$ cat src/rtl/banco_reg_wb_pkg.sv
// Shared MIPS datapath constants: write-index select codes, fixed register
// indices and the stack pointer reset value.
package banco_reg_wb_pkg;

    typedef enum logic [1:0] {
        RDST_RT = 2'b00,
        RDST_RD = 2'b01,
        RDST_RA = 2'b10,
        RDST_SP = 2'b11
    } regDst_e;

    localparam logic [4:0]  REG_ZERO     = 5'd0;
    localparam logic [4:0]  REG_SP       = 5'd29;
    localparam logic [4:0]  REG_RA       = 5'd31;
    // Also drives the write-data selector's code-000 input, keeping $sp consistent.
    localparam logic [31:0] SP_RESET_VAL = 32'd227;

endpackage

$ cat src/rtl/banco_reg_wb_mux_reg_dst.sv
// Write-register index selector: picks rt, rd, the link register or the
// stack pointer as the destination of the current write-back.
module banco_reg_wb_mux_reg_dst
    import banco_reg_wb_pkg::*;
#(
    parameter logic [4:0] RA_INDEX = REG_RA,
    parameter logic [4:0] SP_INDEX = REG_SP
) (
    input  logic [1:0] sel_i,
    input  logic [4:0] rt_i,
    input  logic [4:0] rd_i,
    output logic [4:0] idx_o
);

    always_comb begin
        idx_o = rt_i;
        case (regDst_e'(sel_i))
            RDST_RT: idx_o = rt_i;
            RDST_RD: idx_o = rd_i;
            RDST_RA: idx_o = RA_INDEX;
            RDST_SP: idx_o = SP_INDEX;
            default: idx_o = rt_i;
        endcase
    end

endmodule

$ cat src/rtl/banco_reg_wb.sv
// 32x32 register bank for the multicycle MIPS write-back stage, with two
// combinational read ports and debug write tracking.
module banco_reg_wb
    import banco_reg_wb_pkg::*;
#(
    parameter logic [31:0] SP_RESET = SP_RESET_VAL,
    parameter logic [4:0]  RA_INDEX = REG_RA,
    parameter logic [4:0]  SP_INDEX = REG_SP,
    parameter bit          BYPASS   = 1'b0
) (
    input  logic        clk,
    input  logic        reset,
    input  logic        reg_write,
    input  logic [1:0]  reg_dst,
    input  logic [4:0]  rt_addr,
    input  logic [4:0]  rd_addr,
    input  logic [31:0] write_data,
    input  logic [4:0]  read_reg1,
    input  logic [4:0]  read_reg2,
    output logic [31:0] read_data1,
    output logic [31:0] read_data2,
    output logic [4:0]  write_idx,
    output logic [15:0] write_count
);

    logic [31:0] regFile_q [32];
    logic [4:0]  writeIdx_q;
    logic [15:0] writeCount_q;
    logic [15:0] writeCount_d;
    logic [4:0]  wrIdx;
    logic        wrEn;

    banco_reg_wb_mux_reg_dst #(
        .RA_INDEX (RA_INDEX),
        .SP_INDEX (SP_INDEX)
    ) u_mux_reg_dst (
        .sel_i (reg_dst),
        .rt_i  (rt_addr),
        .rd_i  (rd_addr),
        .idx_o (wrIdx)
    );

    // Writes aimed at $zero are dropped entirely, including the debug tracking.
    assign wrEn         = reg_write && (wrIdx != REG_ZERO);
    assign writeCount_d = writeCount_q + 16'd1;

    always_ff @(posedge clk or posedge reset) begin
        if (reset) begin
            for (int i = 0; i < 32; i++) begin
                regFile_q[i] <= (i == int'(REG_SP)) ? SP_RESET : 32'd0;
            end
            writeIdx_q   <= REG_ZERO;
            writeCount_q <= 16'd0;
        end else if (wrEn) begin
            regFile_q[wrIdx] <= write_data;
            writeIdx_q       <= wrIdx;
            writeCount_q     <= writeCount_d;
        end
    end

    always_comb begin
        read_data1 = regFile_q[read_reg1];
        if (BYPASS && wrEn && (read_reg1 == wrIdx)) begin
            read_data1 = write_data;
        end
        if (read_reg1 == REG_ZERO) begin
            read_data1 = 32'd0;
        end
    end

    always_comb begin
        read_data2 = regFile_q[read_reg2];
        if (BYPASS && wrEn && (read_reg2 == wrIdx)) begin
            read_data2 = write_data;
        end
        if (read_reg2 == REG_ZERO) begin
            read_data2 = 32'd0;
        end
    end

    assign write_idx   = writeIdx_q;
    assign write_count = writeCount_q;

endmodule

$ cat config.mk
export PLATFORM = sky130hd
export DESIGN_NAME = banco_reg_wb
export DESIGN_NICKNAME = d
export VERILOG_FILES = /design/src/rtl/banco_reg_wb_pkg.sv /design/src/rtl/banco_reg_wb_mux_reg_dst.sv /design/src/rtl/banco_reg_wb.sv
export SDC_FILE = /design/constraint.sdc
export NUM_CORES = 2
export LEC_CHECK = 0
export CAP_MARGIN = 20
export CORE_UTILIZATION = 51
export DETAILED_ROUTE_END_ITERATION = 6
export PLACE_DENSITY = 0.71
export SYNTH_ARGS = -nofsm -noshare
export SYNTH_HDL_FRONTEND = slang
export SYNTH_SLANG_ARGS = --single-unit
$ cat constraint.sdc
create_clock -name clk -period 46.3 [get_ports clk]
set_input_delay 9.26 -clock clk [delete_from_list [all_inputs] [get_ports clk]]
set_output_delay 9.26 -clock clk [all_outputs]
set_load 0.1 [all_outputs]
==> reports/results.txt <==
H-tree depth - 3
crit path time final - 23.55 ns
setup TNS - 0 ns
Max Cap Viol - 0
first-pass GRT wire length - 244000 um
worst hold slack - 0.394 ns
DRC viols - 0
average size of a mapped cell - 15.3 um^2
sequential element share of the synthesized area - 47.1%
total routed wirelength - 164000 um
Buf/Inv on CP - 4
leakage power - 0.0271 uW
crit-path max cell delay - 1.28 ns
drt first pass iters - 5
commonest cells after routing, fill and taps aside - dfrtp_1, mux2_2, mux4_2
maximum vdd drop - 0.0000368 V
FP Rows - 120
Finish-stage setup viols - 0
Gates resized, CTS repair - 0
Max Fclk - 0.0425 GHz
die height - 332 um
Initial Utilization - 51.7%
Overall Global Routing Usage - 30.0%
gr ovfl total - 0
vias per inst - 6.85
critical path class - input port to output port
GP Congestion - 0.799
most common cell after layout, fill and taps aside - dfrtp_1
fin. max-slew vios - 0
Core Footprint - 0.108 mm^2
placed instance area - 0.0577 mm^2
Max transition margin - 20.8%
unrepaired setup endpoints after global routing - no
Hold Buf Count CTS - 0
count of cell types in the netlist - 58
CP Data Arrival Time - 14.29 ns
initial DRC count - 3468
Post-synth EDFFs - 0
CP startpoint kind - input port
initial antenna violation count - 6
Longest Clk Path Bufs - 3
drt wl/cell - 32.5 um
final period utilization - 50.9%
CP Max Fanout - 63
Clock Skew - 0.0168 ns
Crit path max-delay family - buffers and inverters
asr flop ratio synth - 100%
CTS tree - yes
Req. time, crit path - 37.04 ns
die area - 0.110 mm^2
clock sinks - 1045
Final ANT Viol Nets - 0
via count - 34600
Top FF cell, synth - dfrtp_1
status - complete, no violations
Nets - 3621
vias in the first global route - 35200
die width - 332 um
Post-Syn Area - 0.0556 mm^2
Placed Cells - 4839
post-route design area - 0.0618 mm^2
Final Hold Vio Count - 0
most frequent CP cell - buf_4
PD cells - 43.0 mW/mm^2
syn nets - 3694
Yosys Warn Count - 0
worst-margin pin slew - 1.18 ns
cell count after synthesis - 3636
layout cells sized above 1 - 51.3%
Yosys reg bits - 1045
Critical Path Slowest Stage Cell - clkdlybuf4s50_1
DP HPWL - 89300 um
Area Overhead vs Synth - 11.1%
clock root buffer - clkbuf_16
critical-path cell list - buf_8 -> buf_4 -> buf_4 -> mux4_2 -> a22oi_1 -> nand2_1 -> a21oi_1 -> a2111oi_0 -> clkdlybuf4s50_1
Layout Utilization - 57.4%
Setup crit end kind - output port
Non-Filler Instances - 5055
number of setup buffers added after CTS - 0
Ports - 142
Reg clk slew, reported paths - 0.06 ns
Hold WC Path Type - register to register
I/O Buffers - 141
CTS buffer count - 112
largest net degree at the start of global routing - 184
worst-skew pair later-pin latency - 0.69 ns
[cells in the mapped netlist (5+ instances only)]
cell       number  area (um^2)
mux2_2       1021        11500
nand3_1        12         60.1
nor4_1          5         31.3
a211oi_1       39          293
xor2_1          6         52.6
a21oi_1        82          410
a22oi_1        16          120
xnor2_1         9         78.8
clkbuf_1      228          856
o21ai_0        48          240
a2111oi_0      22          193
a31oi_1        12         75.1
buf_4          23          173
a221oi_1       48          420
nor2b_1        47          294
mux2_1         31          349
nor2_1         61          229
buf_1          43          161
nand2_1        44          165
dfstp_2         5          131
mux2i_1        97          971
buf_2         115          576
buf_6          10          113
mux4_2        512        11500
dfrtp_1      1040        26000
[flip-flops by register name, indices dropped and copies added (netlist names)]
signal / count
regFile_q: 1024
write_idx: 5
write_count: 16
[per-layer routing]
metal  wire (um)  track usage (%)  share of wire (%)  vias to the layer above
met5          24                0              0.015                        -
met4        5660             10.3                3.4                        4
met3       12400             5.29                7.5                      318
met2       79800             48.4                 49                     1455
met1       66400             41.4                 40                    18900
li1            -                -                  -                    13900
[metrics by stage]
| step | power, uW | worst slack [ns] |
|---|---|---|
| after floorplan | 1620 | 7.64 |
| after global placement | 1740 | 22.56 |
| after detailed placement | 1760 | 22.57 |
| after CTS | 2660 | 22.55 |
| after global routing | 2750 | 22.34 |
| final | 2650 | 22.75 |
[kinds of logic (layout without fill, tap and decap cells)]
family | after synthesis | in the layout | share of synthesized area, %
compound gates | 279 | 279 | 3.43
xor+xnor | 15 | 15 | 0.236
fa+ha+maj | 1 | 1 | 0.0225
buf+inv | 424 | 435 | 3.41
flops | 1045 | 1045 | 47.1
mux | 1661 | 1661 | 43.8
other cells | 0 | 5 | 0
simple gates | 211 | 211 | 2.01
[where the power goes]
| part | switching, uW | internal, uW | leakage [uW] |
|---|---|---|---|
| Combinational | 277 | 298 | 0.0115 |
| Clock | 380 | 524 | 0.00182 |
| Sequential | 110 | 1070 | 0.0138 |
[layout make-up]
type	count	area (um^2)
clock buffers	156	3200
diodes	5	12.5
multi-input cells	2167	27700
clock inverters	42	454
inverters	5	26.3
fillers	8346	45700
flip-flops and latches	1045	26200
repair buffers	232	2430
well taps	1403	1760
[path summary, 6_finish.rpt]
| path | start | to | slack [ns] | depth (start not counted) |
|---|---|---|---|---|
| max in group asynchronous | reset | regFile_q[645]$_DFFE_PP0P_ | 33.25 | 6 |
| worst min register to register | regFile_q[992]$_DFFE_PP0P_ | regFile_q[992]$_DFFE_PP0P_ | 0.39 | 0 |
| worst min-delay path | regFile_q[992]$_DFFE_PP0P_ | regFile_q[992]$_DFFE_PP0P_ | 0.39 | 0 |
| worst max-delay path | read_reg1[1] | read_data1[10] | 22.75 | 9 |
| worst max register to register | write_count[2]$_DFFE_PP0P_ | write_count[15]$_DFFE_PP0P_ | 44.58 | 4 |
| min in group asynchronous | reset | regFile_q[636]$_DFFE_PP0P_ | 9.12 | 2 |
(Power assumes the default switching activity.)
